<file path="config.mk">
export PLATFORM = sky130hd
export DESIGN_NAME = fp_round_pipe
export DESIGN_NICKNAME = d
export VERILOG_FILES = /design/src/rtl/fp_round_pipe.sv
export SDC_FILE = /design/constraint.sdc
export NUM_CORES = 1
export LEC_CHECK = 0
export ABC_AREA = 1
export ABC_CLOCK_PERIOD_IN_PS = 4950
export CAP_MARGIN = 20
export CORE_ASPECT_RATIO = 1.4
export CORE_UTILIZATION = 55
export DETAILED_ROUTE_END_ITERATION = 8
export DONT_BUFFER_PORTS = 1
export PLACE_DENSITY = 0.7
export SYNTH_ARGS = -nofsm -noshare
export SYNTH_HDL_FRONTEND = slang
export SYNTH_SLANG_ARGS = --single-unit
</file>
<file path="constraint.sdc">
create_clock -name clk -period 4.95 [get_ports clk]
set_input_delay 0.2475 -clock clk [delete_from_list [all_inputs] [get_ports clk]]
set_output_delay 0.2475 -clock clk [all_outputs]
set_load 0.05 [all_outputs]
</file>
<file path="src/rtl/fp_round_pipe.sv">
// fp_round_pipe: two-stage rounding pipeline for normalised FP results.
// S1 forms the guard/round/sticky decision, S2 applies the increment.
module fp_round_pipe #(
   parameter int NE = 5,
   parameter int NF = 10,
   parameter int NX = 12
) (
   input  logic             clk,
   input  logic             reset_n,
   input  logic             in_valid,
   output logic             in_ready,
   input  logic             in_sign,
   input  logic [NE-1:0]    in_exp,
   input  logic [NF+NX-1:0] in_frac,
   input  logic [2:0]       in_rm,
   output logic             out_valid,
   input  logic             out_ready,
   output logic             out_sign,
   output logic [NE-1:0]    out_exp,
   output logic [NF-1:0]    out_frac,
   output logic             out_nx,
   output logic             out_of,
   input  logic             flags_clr,
   output logic             flags_nx,
   output logic             flags_of
);

   localparam logic [NE-1:0] EMAX = {NE{1'b1}};

   logic s1_adv, s2_adv;
   logic s1_valid_q, s1_sign_q, s1_up_q, s1_nx_q, s1_inf_q;
   logic [NE-1:0] s1_exp_q;
   logic [NF-1:0] s1_kept_q;
   logic out_valid_q, out_sign_q, out_nx_q, out_of_q;
   logic [NE-1:0] out_exp_q;
   logic [NF-1:0] out_frac_q;
   logic flags_nx_q, flags_of_q;

   assign s2_adv   = !out_valid_q || out_ready;
   assign s1_adv   = !s1_valid_q || s2_adv;
   assign in_ready = s1_adv;

   logic l_bit, g_bit, r_bit, t_bit, special, inexact;
   logic up_d, inf_d;

   assign l_bit = in_frac[NX];
   assign g_bit = in_frac[NX-1];
   assign r_bit = in_frac[NX-2];

   generate
      if (NX > 2) begin : g_sticky
         assign t_bit = |in_frac[NX-3:0];
      end else begin : g_no_sticky
         assign t_bit = 1'b0;
      end
   endgenerate

   assign special = (in_exp == EMAX);
   assign inexact = g_bit | r_bit | t_bit;

   always_comb begin
      up_d  = 1'b0;
      inf_d = 1'b0;
      unique case (in_rm)
         3'b000: begin
            up_d  = g_bit & (l_bit | r_bit | t_bit);
            inf_d = 1'b1;
         end
         3'b010: begin
            up_d  = in_sign & inexact;
            inf_d = in_sign;
         end
         3'b011: begin
            up_d  = !in_sign & inexact;
            inf_d = !in_sign;
         end
         3'b100: begin
            up_d  = g_bit;
            inf_d = 1'b1;
         end
         default: begin
            up_d  = 1'b0;
            inf_d = 1'b0;
         end
      endcase
   end

   logic [NF:0]   sum;
   logic          carry, ovf;
   logic [NE-1:0] exp_inc, exp_d;
   logic [NF-1:0] frac_d;
   logic          nx_d, of_d;

   // Carry out of the fraction renormalises by bumping the exponent.
   always_comb begin
      sum     = {1'b0, s1_kept_q} + {{NF{1'b0}}, s1_up_q};
      carry   = sum[NF];
      exp_inc = s1_exp_q + {{(NE-1){1'b0}}, carry};
      ovf     = carry && (exp_inc == EMAX);
      exp_d   = exp_inc;
      frac_d  = sum[NF-1:0];
      nx_d    = s1_nx_q;
      of_d    = 1'b0;
      if (ovf) begin
         of_d = 1'b1;
         nx_d = 1'b1;
         if (s1_inf_q) begin
            exp_d  = EMAX;
            frac_d = '0;
         end else begin
            exp_d  = EMAX - {{(NE-1){1'b0}}, 1'b1};
            frac_d = '1;
         end
      end
   end

   always_ff @(posedge clk or negedge reset_n) begin
      if (!reset_n) begin
         s1_valid_q <= 1'b0;
         s1_sign_q  <= 1'b0;
         s1_exp_q   <= '0;
         s1_kept_q  <= '0;
         s1_up_q    <= 1'b0;
         s1_nx_q    <= 1'b0;
         s1_inf_q   <= 1'b0;
      end else if (s1_adv) begin
         s1_valid_q <= in_valid;
         s1_sign_q  <= in_sign;
         s1_exp_q   <= in_exp;
         s1_kept_q  <= in_frac[NF+NX-1:NX];
         s1_up_q    <= up_d & !special;
         s1_nx_q    <= inexact & !special;
         s1_inf_q   <= inf_d;
      end
   end

   always_ff @(posedge clk or negedge reset_n) begin
      if (!reset_n) begin
         out_valid_q <= 1'b0;
         out_sign_q  <= 1'b0;
         out_exp_q   <= '0;
         out_frac_q  <= '0;
         out_nx_q    <= 1'b0;
         out_of_q    <= 1'b0;
      end else if (s2_adv) begin
         out_valid_q <= s1_valid_q;
         out_sign_q  <= s1_sign_q;
         out_exp_q   <= exp_d;
         out_frac_q  <= frac_d;
         out_nx_q    <= nx_d;
         out_of_q    <= of_d;
      end
   end

   logic hs, flags_nx_d, flags_of_d;

   // Clear takes effect before the handshake's flags are merged.
   assign hs         = out_valid_q & out_ready;
   assign flags_nx_d = (flags_nx_q & !flags_clr) | (hs & out_nx_q);
   assign flags_of_d = (flags_of_q & !flags_clr) | (hs & out_of_q);

   always_ff @(posedge clk or negedge reset_n) begin
      if (!reset_n) begin
         flags_nx_q <= 1'b0;
         flags_of_q <= 1'b0;
      end else begin
         flags_nx_q <= flags_nx_d;
         flags_of_q <= flags_of_d;
      end
   end

   assign out_valid = out_valid_q;
   assign out_sign  = out_sign_q;
   assign out_exp   = out_exp_q;
   assign out_frac  = out_frac_q;
   assign out_nx    = out_nx_q;
   assign out_of    = out_of_q;
   assign flags_nx  = flags_nx_q;
   assign flags_of  = flags_of_q;

endmodule

</file>
==> flow_summary_export.csv, run 1 <==
group,metric,value,unit
critical_path,path_cells,"ha_1 -> ha_1 -> nand3_1 -> nor2_1 -> nand2_1 -> nor2_1 -> ha_1 -> ha_1 -> nand2_1 -> nand3b_1 -> nor2_4 -> nand3_2 -> nand2_1 -> nand2_1 -> nand2_1 -> nand2_1",
routing,met2_length,1950,µm
routing,wl_per_cell,11.9,µm
pwr,p_sw_share,34.3,%
cts,postCtsSetupRepairBufs,0,
placed_design,dp.cells,323,
cts,hold_buffers,2,
finish,drive_gt1_share,6.53,%
placed_design,routabilityCongestion,0.823,
routing,top_layer_used,"met4",
critical_path,critPathKind,"register to register",
timing,fin_skew,0.00542,ns
floorplanning,core_area,3680,µm²
cts,cts_buffers,5,
routing,drc,0,
timing,hold_violations,0,
timing,setup_viol,0,
cts,ctsResizeCount,0,
cts,root_buffer,"clkbuf_8",
finish,fin_util,63.1,%
global_route,globalRoute.totalOverflow,0,
global_route,antenna_found_initial,0,
critical_path,r2r_end,"out_frac[3]",
routing,drtIter0Drc,47,
floorplanning,row_count,26,
routing,met1_length,1680,µm
critical_path,crit_top_cell,"nand2_1",
pwr,clockPowerShare,31.7,%
logic_synthesis,syn_area,2150,µm²
timing,drv_slew,0,
critical_path,slowest_delay,0.38,ns
floorplanning,fp.dieH,75.9,µm
timing,fmax,0.381,GHz
pwr,vdd_ir_drop_max,294,µV
critical_path,startpoint_type,"register",
pwr,finalPower,0.872,mW
routing,num_vias,1762,
hold_path,hp-class,"input pin to register",
logic_synthesis,yosysSeqAreaShare,47.8,%
placed_design,port_buffers,0,
job,cap_violations,0,
cts,clkTransAtPathRegs,0.08,ns
pwr,powerDensity,376,nW/µm²
logic_synthesis,syn-instance-count,287,
global_route,grt_max_degree,42,
critical_path,path_max_fanout,8,
logic_synthesis,syn_avg_cell_area,7.48,µm²
routing,drt_wl_total,3960,µm
finish,fin_cells,333,
floorplanning,die_area,4160,µm²
logic_synthesis,ys_ff_latch,41,
timing,whs,0.0464,ns
routing,firstDrtPassIters,4,
cts,numClockSinks,41,
critical_path,endpoint_kind,"register",
global_route,grt_pass1_vias,1608,
pwr,seqPwrFrac,55.8,%
finish,ff_latch_area,1030,µm²
timing,rsz0062_at_grt,"false",
logic_synthesis,synth_warnings,0,
cts,ctsLongestPathBuffers,2,
cts,htreeDepth,2,
routing,wl_met3,248,µm
finish,multi_input_area,990,µm²
critical_path,r2r_start,"s1_up_q",
floorplanning,start_util,58.4,%
timing,timing.setup.tns,0,ns
pwr,pwr-share-comb,12.5,%
hold_path,hold_end,"flags_nx",
timing,fin_crit,2.62,ns
floorplanning,die_width,54.8,µm
cts,clk_latency,0.29,ns
global_route,grt_pass1_wl,6480,µm
logic_synthesis,synth.net_count,328,
hold_path,hp-start,"flags_clr",
hold_path,min_path_cells,1,
pwr,power_switching,0.299,mW
status,status,"complete, no violations",
finish,fill_cells,346,
finish,area.growth.synth_to_final,8.10,%
logic_synthesis,synth.distinct_cells,22,
routing,ant_nets,0,
placed_design,hpwl,3070,µm
routing,routed_via_density,5.29,
cts,cts_tree,"done",
critical_path,crit_slowest_cell,"dfrtp_1",
global_route,track_usage,21.3,%
timing,slew_headroom,61.1,%
critical_path,reg2regPathDepth,16,
pwr,leakage,1.22,nW
finish,nNetsFinal,331,
finish,diodes,0,
pwr,p_int,0.573,mW
critical_path,cp.required,5.14,ns
timing,tightestPinTransition,0.583,ns
floorplanning,ioPinCount,58,
critical_path,r2r_setup_slack,2.33,ns
timing,finalCritPeriodShare,53.0,%
critical_path,worstPathArrival,2.81,ns
[cells in the final DEF, fill, tap and decap left out, types with 3 or more instances in the layout]
cell type  synthesis  routed
nor3_1             3       3
nor2_4             4       4
nand3_1           15      15
nor2_1            22      22
inv_1             24      24
clkbuf_8           0       6
ha_1               5       5
o21ai_0           16      16
nand2_1          132     132
xor2_1             5       5
dfrtp_1           41      41
inv_2              3       3
nand4_1            4       4
[cells in the mapped netlist, drive strengths merged]
cell type	n	area [µm²]
xnor2	1	8.76
nand3	16	85.1
o21ai	17	85.1
nand3b	1	7.51
or2	1	6.26
buf	3	17.5
nor3	3	15.0
nand4	5	46.3
xor2	5	43.8
clkbuf	3	11.3
ha	5	62.6
nand2	132	495
dfrtp	41	1030
nor2	26	128
inv	27	101
o22ai	1	6.26
[worst max-delay path by stage]
stage,startpoint,to,slack (ns),depth (start not counted)
2_1_floorplan,s1_up_q,out_frac[0],2.53,16
3_3_place_gp,s1_up_q,out_frac[7],2.40,16
3_5_place_dp,s1_up_q,out_frac[3],2.30,17
4_1_cts,out_valid,in_ready,2.29,5
5_1_grt,s1_up_q,out_frac[5],1.95,16
6_report,s1_up_q,out_frac[3],2.33,16
[critical path: cells and delay by family (launching register included)]
family,cells,cell delay [ns]
adder cells (fa/ha/maj),4,1.00
flip-flops,1,0.38
AND/OR/NAND/NOR,12,1.13
[cell type report]
cell class | count | share of cell area [%]
flip-flops and latches | 41 | 44.2
clock inverters | 2 | 1.62
clock buffers | 6 | 3.56
inverters | 27 | 4.37
repair buffers | 2 | 1.29
well taps | 42 | 2.27
multi-input cells | 213 | 42.7
[metal layers]
layer | track usage (%) | vias to the layer above
li1 | - | 900
met1 | 23.5 | 789
met2 | 35.3 | 65
met3 | 6.02 | 8
met4 | 10.0 | 0
met5 | 0 | -
[through the flow]
| step | worst slack [ns] | instance area [µm²] |
|---|---|---|
| after floorplan | 2.53 | 2150 |
| after global placement | 2.40 | 2170 |
| after detailed placement | 2.30 | 2170 |
| after CTS | 2.29 | 2320 |
| after global routing | 1.95 | 2320 |
| final | 2.33 | 2320 |
[power groups by stage]
stage	sequential (mW)	clock (mW)	combinational, mW
floorplan	0.486	0	0.0851
global placement	0.493	0	0.0997
detailed placement	0.494	0	0.101
CTS	0.487	0.284	0.111
global route	0.493	0.297	0.128
finish	0.487	0.276	0.109
[kinds of logic (layout without fill, tap and decap cells)]
| family | count (synthesis) | after routing | synth area share (%) |
|---|---|---|---|
| adders and majority gates | 5 | 5 | 2.92 |
| AOI/OAI and AO/OA | 18 | 18 | 4.26 |
| buffers and inverters | 33 | 37 | 6.06 |
| xor gates and xnor gates | 6 | 6 | 2.45 |
| DFF | 41 | 41 | 47.8 |
| and+or+nand+nor | 184 | 184 | 36.5 |
[flip-flops by register name, summed over array words and instances (netlist names), 5 cells and up]
signal	count
s1_kept_q	10
s1_exp_q	5
out_exp	5
out_frac	10
Note: power is estimated with default switching activity, not from simulation.
==> inputs of run 2 (changes only) <==
- ABC_CLOCK_PERIOD_IN_PS: 4950 -> 2500
- clock period: 4.95 -> 2.5 ns (I/O delays scaled with it)
==> run 2 against run 1 <==
Against the previous run:
- register-to-register slack lost 2.2 ns
- combinational power rose by 140%
- sequential share of layout area down 4.9 points
- critical endpoint is now out_frac[7]
==> flow_summary_export.csv, run 2 (synthesis gave the netlist of run 1 again) <==
group,metric,value,unit
global_route,antenna_found_initial,0,
critical_path,startpoint_type,"register",
placed_design,routabilityCongestion,0.845,
timing,setup_slack,0.108,ns
critical_path,path_max_fanout,10,
floorplanning,die_area,4160,µm²
finish,fin_cells,360,
placed_design,place_worst_setup_slack,0.000281,ns
routing,drc,0,
critical_path,cp.required,2.73,ns
pwr,leakage,1.32,nW
routing,firstDrtPassIters,4,
finish,area.growth.synth_to_final,21.7,%
global_route,grt_pass1_wl,7380,µm
cts,clk_latency,0.30,ns
placed_design,port_buffers,0,
cts,clkTransAtPathRegs,0.08,ns
global_route,grt_max_degree,42,
finish,finalInstanceArea,2610,µm²
timing,drv_slew,0,
critical_path,r2r_start,"s1_kept_q[0]",
cts,htreeDepth,2,
finish,diodes,0,
pwr,powerDensity,632,nW/µm²
critical_path,critPathKind,"register to register",
finish,fin_util,71.0,%
cts,numClockSinks,41,
timing,fmax,0.418,GHz
finish,layout_commonest_cell,"nand2_1",
timing,tightestPinTransition,0.546,ns
critical_path,worstPathArrival,2.63,ns
global_route,grt_pass1_vias,1767,
cts,root_buffer,"clkbuf_8",
routing,num_vias,1844,
floorplanning,start_util,58.4,%
cts,cts_buffers,5,
floorplanning,ioPinCount,58,
pwr,vdd_ir_drop_max,741,µV
routing,routed_via_density,5.12,
placed_design,placed_cell_area,2210,µm²
floorplanning,fp.dieH,75.9,µm
critical_path,endpoint_kind,"register",
placed_design,dp.cells,328,
routing,drtIter0Drc,34,
job,cap_violations,0,
cts,ctsLongestPathBuffers,2,
pwr,finalPower,1.65,mW
floorplanning,row_count,26,
finish,nNetsFinal,358,
floorplanning,die_width,54.8,µm
timing,timing.setup.tns,0,ns
status,status,"complete, no violations",
routing,wl_per_cell,12.7,µm
timing,whs,0.0400,ns
timing,hold_violations,0,
floorplanning,core_area,3680,µm²
timing,setup_viol,0,
timing,fin_skew,0.00714,ns
routing,ant_nets,0,
placed_design,hpwl,3110,µm
hold_path,hp-class,"input pin to register",
global_route,track_usage,24.0,%
critical_path,worstSetupStartpoint,"s1_kept_q[0]",
global_route,globalRoute.totalOverflow,0,
timing,slew_headroom,63.6,%
timing,finalCritPeriodShare,95.7,%
hold_path,hp-start,"in_sign",
routing,drt_wl_total,4560,µm
timing,fin_crit,2.39,ns
finish,final_cell_mix,"nand2_1 (127), dfrtp_1 (41), inv_1 (24)",
finish,drive_gt1_share,12.3,%
cts,cts_tree,"done",
==> run 2: changes by cell type in the layout (fill, tap and decap cells not counted), sizes merged <==
cell / previous run / this run
clkbuf: 6 / 5
buf: 1 / 9
bufinv: 1 / 0
dlygate4sd3: 1 / 20
clkinv: 0 / 2
==> run 2: repair_timing <==
item | 4_1_cts | 5_1_grt
pin swaps | 0 | 8
hold endpoints to repair | 59 | 0
hold buffers | 21 | 0
gates resized for setup | 1 | 15
setup endpoints to repair | 2 | 13
buffers inserted | 0 | 3
==> run 2: metal layers <==
metal	vias to the layer above	share of wire, %	routed length, µm	GRT usage, %
met3	7	5.5	249	5.82
met2	63	50	2270	39.3
met5	-	0	0	0
li1	948	-	-	-
met4	0	1.9	88	10.0
met1	826	43	1950	28.4
==> run 2: layout make-up <==
cell class	count	area, µm²
Fill cell	309	1060
Tap cell	42	52.6
Clock buffer	5	68.8
Multi-Input combinational cell	213	1060
Timing Repair Buffer	29	280
Inverter	27	101
Sequential cell	41	1030
Clock inverter	3	17.5
==> run 2: worst paths after layout <==
kind / to / slack (ns) / depth (start not counted)
worst max register to register: out_frac[7] / 0.11 / 16
min in group asynchronous: out_exp[4] / 0.27 / 2
max in group asynchronous: out_frac[1] / 2.01 / 2
worst min-delay path: s1_sign_q / 0.04 / 2
worst min register to register: s1_up_q / 0.51 / 2
worst max-delay path: out_frac[7] / 0.11 / 16
==> run 2: worst max-delay path: stages, from the launching register on <==
cell	delay, ns
dfrtp_1	0.37
ha_2	0.22
ha_4	0.15
nand3_4	0.08
nor2_4	0.14
nand2_1	0.07
nor2_1	0.12
ha_2	0.22
buf_4	0.14
nand3_2	0.07
nand2_1	0.09
nand2_2	0.08
nor2_4	0.17
nand4_4	0.19
nand2_1	0.12
nand2_1	0.05
nand2_1	0.06
==> run 2: power breakdown <==
group / leakage (nW) / internal (mW) / total [mW] / switching, mW
clock network: 0.0439 / 0.192 / 0.419 / 0.227
registers: 0.497 / 0.737 / 0.971 / 0.234
logic: 0.776 / 0.107 / 0.261 / 0.154
total: 1.32 / 1.04 / 1.65 / 0.615
==> inputs of run 3 (changes only) <==
- MAX_ROUTING_LAYER: not set -> met4
==> run 3 against run 2 <==
Against the previous run:
- sequential share of layout area stayed put
- critical endpoint unchanged
- register-to-register slack hardly changed
- largest cell class unchanged
- wire length is essentially flat
- clock skew up 0.0012 ns
- highest routed layer unchanged
- clock power about the same
==> flow_summary_export.csv, run 3 (synthesis gave the netlist of run 1 again) <==
group,metric,value,unit
status,status,"complete, no violations",
pwr,p_sw_share,37.3,%
timing,setup_slack,0.104,ns
finish,area.growth.synth_to_final,21.7,%
critical_path,r2r_end,"out_frac[7]",
placed_design,routabilityCongestion,0.858,
routing,ant_nets,0,
placed_design,port_buffers,0,
critical_path,path_max_fanout,10,
floorplanning,core_area,3680,µm²
pwr,finalPower,1.65,mW
cts,cts_tree,"done",
critical_path,slowest_delay,0.37,ns
critical_path,worstPathArrival,2.63,ns
critical_path,reg2regPathDepth,16,
critical_path,endpoint_kind,"register",
global_route,grt_pass1_wl,7370,µm
finish,fin_cells,360,
routing,wl_per_cell,12.7,µm
timing,finalCritPeriodShare,95.8,%
critical_path,crit_slowest_cell,"dfrtp_1",
finish,nNetsFinal,358,
timing,slew_headroom,63.6,%
pwr,clockPowerShare,25.5,%
routing,routed_via_density,5.15,
cts,ctsLongestPathBuffers,2,
floorplanning,ioPinCount,58,
cts,htreeDepth,2,
cts,numClockSinks,41,
hold_path,hold_end,"s1_sign_q",
pwr,leakage,1.32,nW
routing,firstDrtPassIters,4,
global_route,grt_max_degree,42,
routing,num_vias,1854,
floorplanning,die_width,54.8,µm
global_route,antenna_found_initial,0,
pwr,p_int,1.04,mW
global_route,globalRoute.totalOverflow,0,
floorplanning,start_util,58.4,%
finish,final_cell_mix,"nand2_1 (127), dfrtp_1 (41), inv_1 (24)",
global_route,grt_pass1_vias,1764,
global_route,busiest_layer,"met2",
timing,drv_slew,0,
timing,setup_viol,0,
job,cap_violations,0,
timing,timing.setup.tns,0,ns
hold_path,min_path_cells,2,
pwr,powerDensity,633,nW/µm²
finish,diodes,0,
placed_design,place_worst_setup_slack,0.000281,ns
timing,whs,0.0409,ns
hold_path,hp-start,"in_sign",
hold_path,hp-class,"input pin to register",
timing,hold_violations,0,
cts,clkTransAtPathRegs,0.08,ns
floorplanning,fp.dieH,75.9,µm
timing,fin_skew,0.00830,ns
global_route,met3_usage,5.82,%
placed_design,hpwl,3110,µm
placed_design,placed_cell_area,2210,µm²
finish,finalInstanceArea,2610,µm²
critical_path,r2r_start,"s1_kept_q[0]",
global_route,track_usage,24.6,%
floorplanning,die_area,4160,µm²
cts,root_buffer,"clkbuf_8",
pwr,pwr-share-comb,15.8,%
routing,drtIter0Drc,43,
finish,fin_util,71.0,%
timing,tightestPinTransition,0.546,ns
critical_path,startpoint_type,"register",
routing,drt_wl_total,4560,µm
timing,fin_crit,2.40,ns
critical_path,crit_top_cell,"nand2_1",
finish,layout_commonest_cell,"nand2_1",
cts,cts_buffers,5,
global_route,grtUsageMet1,28.4,%
critical_path,cp.required,2.73,ns
pwr,vdd_ir_drop_max,746,µV
routing,drc,0,
placed_design,dp.cells,328,
cts,clk_latency,0.30,ns
floorplanning,row_count,26,
critical_path,critPathKind,"register to register",
pwr,power_switching,0.616,mW
finish,drive_gt1_share,12.3,%
pwr,seqPwrFrac,58.7,%
global_route,grt_use_met2,39.3,%
timing,fmax,0.417,GHz
critical_path,r2r_setup_slack,0.10,ns
critical_path,path_cells,"ha_2 -> ha_4 -> nand3_4 -> nor2_4 -> nand2_1 -> nor2_1 -> ha_2 -> buf_4 -> nand3_2 -> nand2_1 -> nand2_2 -> nor2_4 -> nand4_4 -> nand2_1 -> nand2_1 -> nand2_1",
## run 3: cell counts in the layout (fill, tap and decap cells not counted)
Identical to the previous run, type by type.
## run 3: critical path: cells and delay by family (launching register included)
kind	cells	cell delay, ns
adder cells (fa/ha/maj)	3	0.58
buffers and inverters	1	0.14
flip-flops	1	0.37
AND/OR/NAND/NOR	12	1.24
## run 3: worst max path at each step
stage | from | end | slack [ns] | cells past startpoint
after detailed placement | s1_up_q | out_frac[7] | 0.0003 | 16
after floorplan | s1_up_q | out_frac[0] | 0.08 | 16
after global placement | s1_up_q | out_frac[7] | 0.09 | 16
final | s1_kept_q[0] | out_frac[7] | 0.10 | 16
after global routing | s1_kept_q[0] | out_frac[0] | -0.09 | 17
after CTS | s1_up_q | out_frac[7] | 0.02 | 16
## run 3: power by group through the flow
stage	Combinational, mW	Sequential, mW	Clock (mW)
floorplan	0.169	0.962	0
global placement	0.201	0.976	0
detailed placement	0.204	0.979	0
CTS	0.251	0.966	0.426
global route	0.303	0.985	0.453
finish	0.261	0.971	0.421
## run 3: timing repair
| action | 4_1_cts | 5_1_grt |
|---|---|---|
| resized for setup | 1 | 15 |
| pin swaps | 0 | 8 |
| buffers inserted | 0 | 3 |
| hold buffers | 21 | 0 |
| endpoints found under the setup margin | 2 | 13 |
| endpoints found under the hold margin | 59 | 0 |
## run 3: per-layer routing
metal  wire length, µm  part of all wire, %
met1              1950                   43
met2              2280                   50
met3               248                  5.4
met4                84                  1.8
met5                 0                    0
## run 3: final cells by class
cell class,count,area (µm²)
clock inverter,3,17.5
inverter,27,101
fill,309,1060
tap,42,52.6
timing repair buffer,29,280
sequential,41,1030
clock buffer,5,68.8
multi-input combinational,213,1060
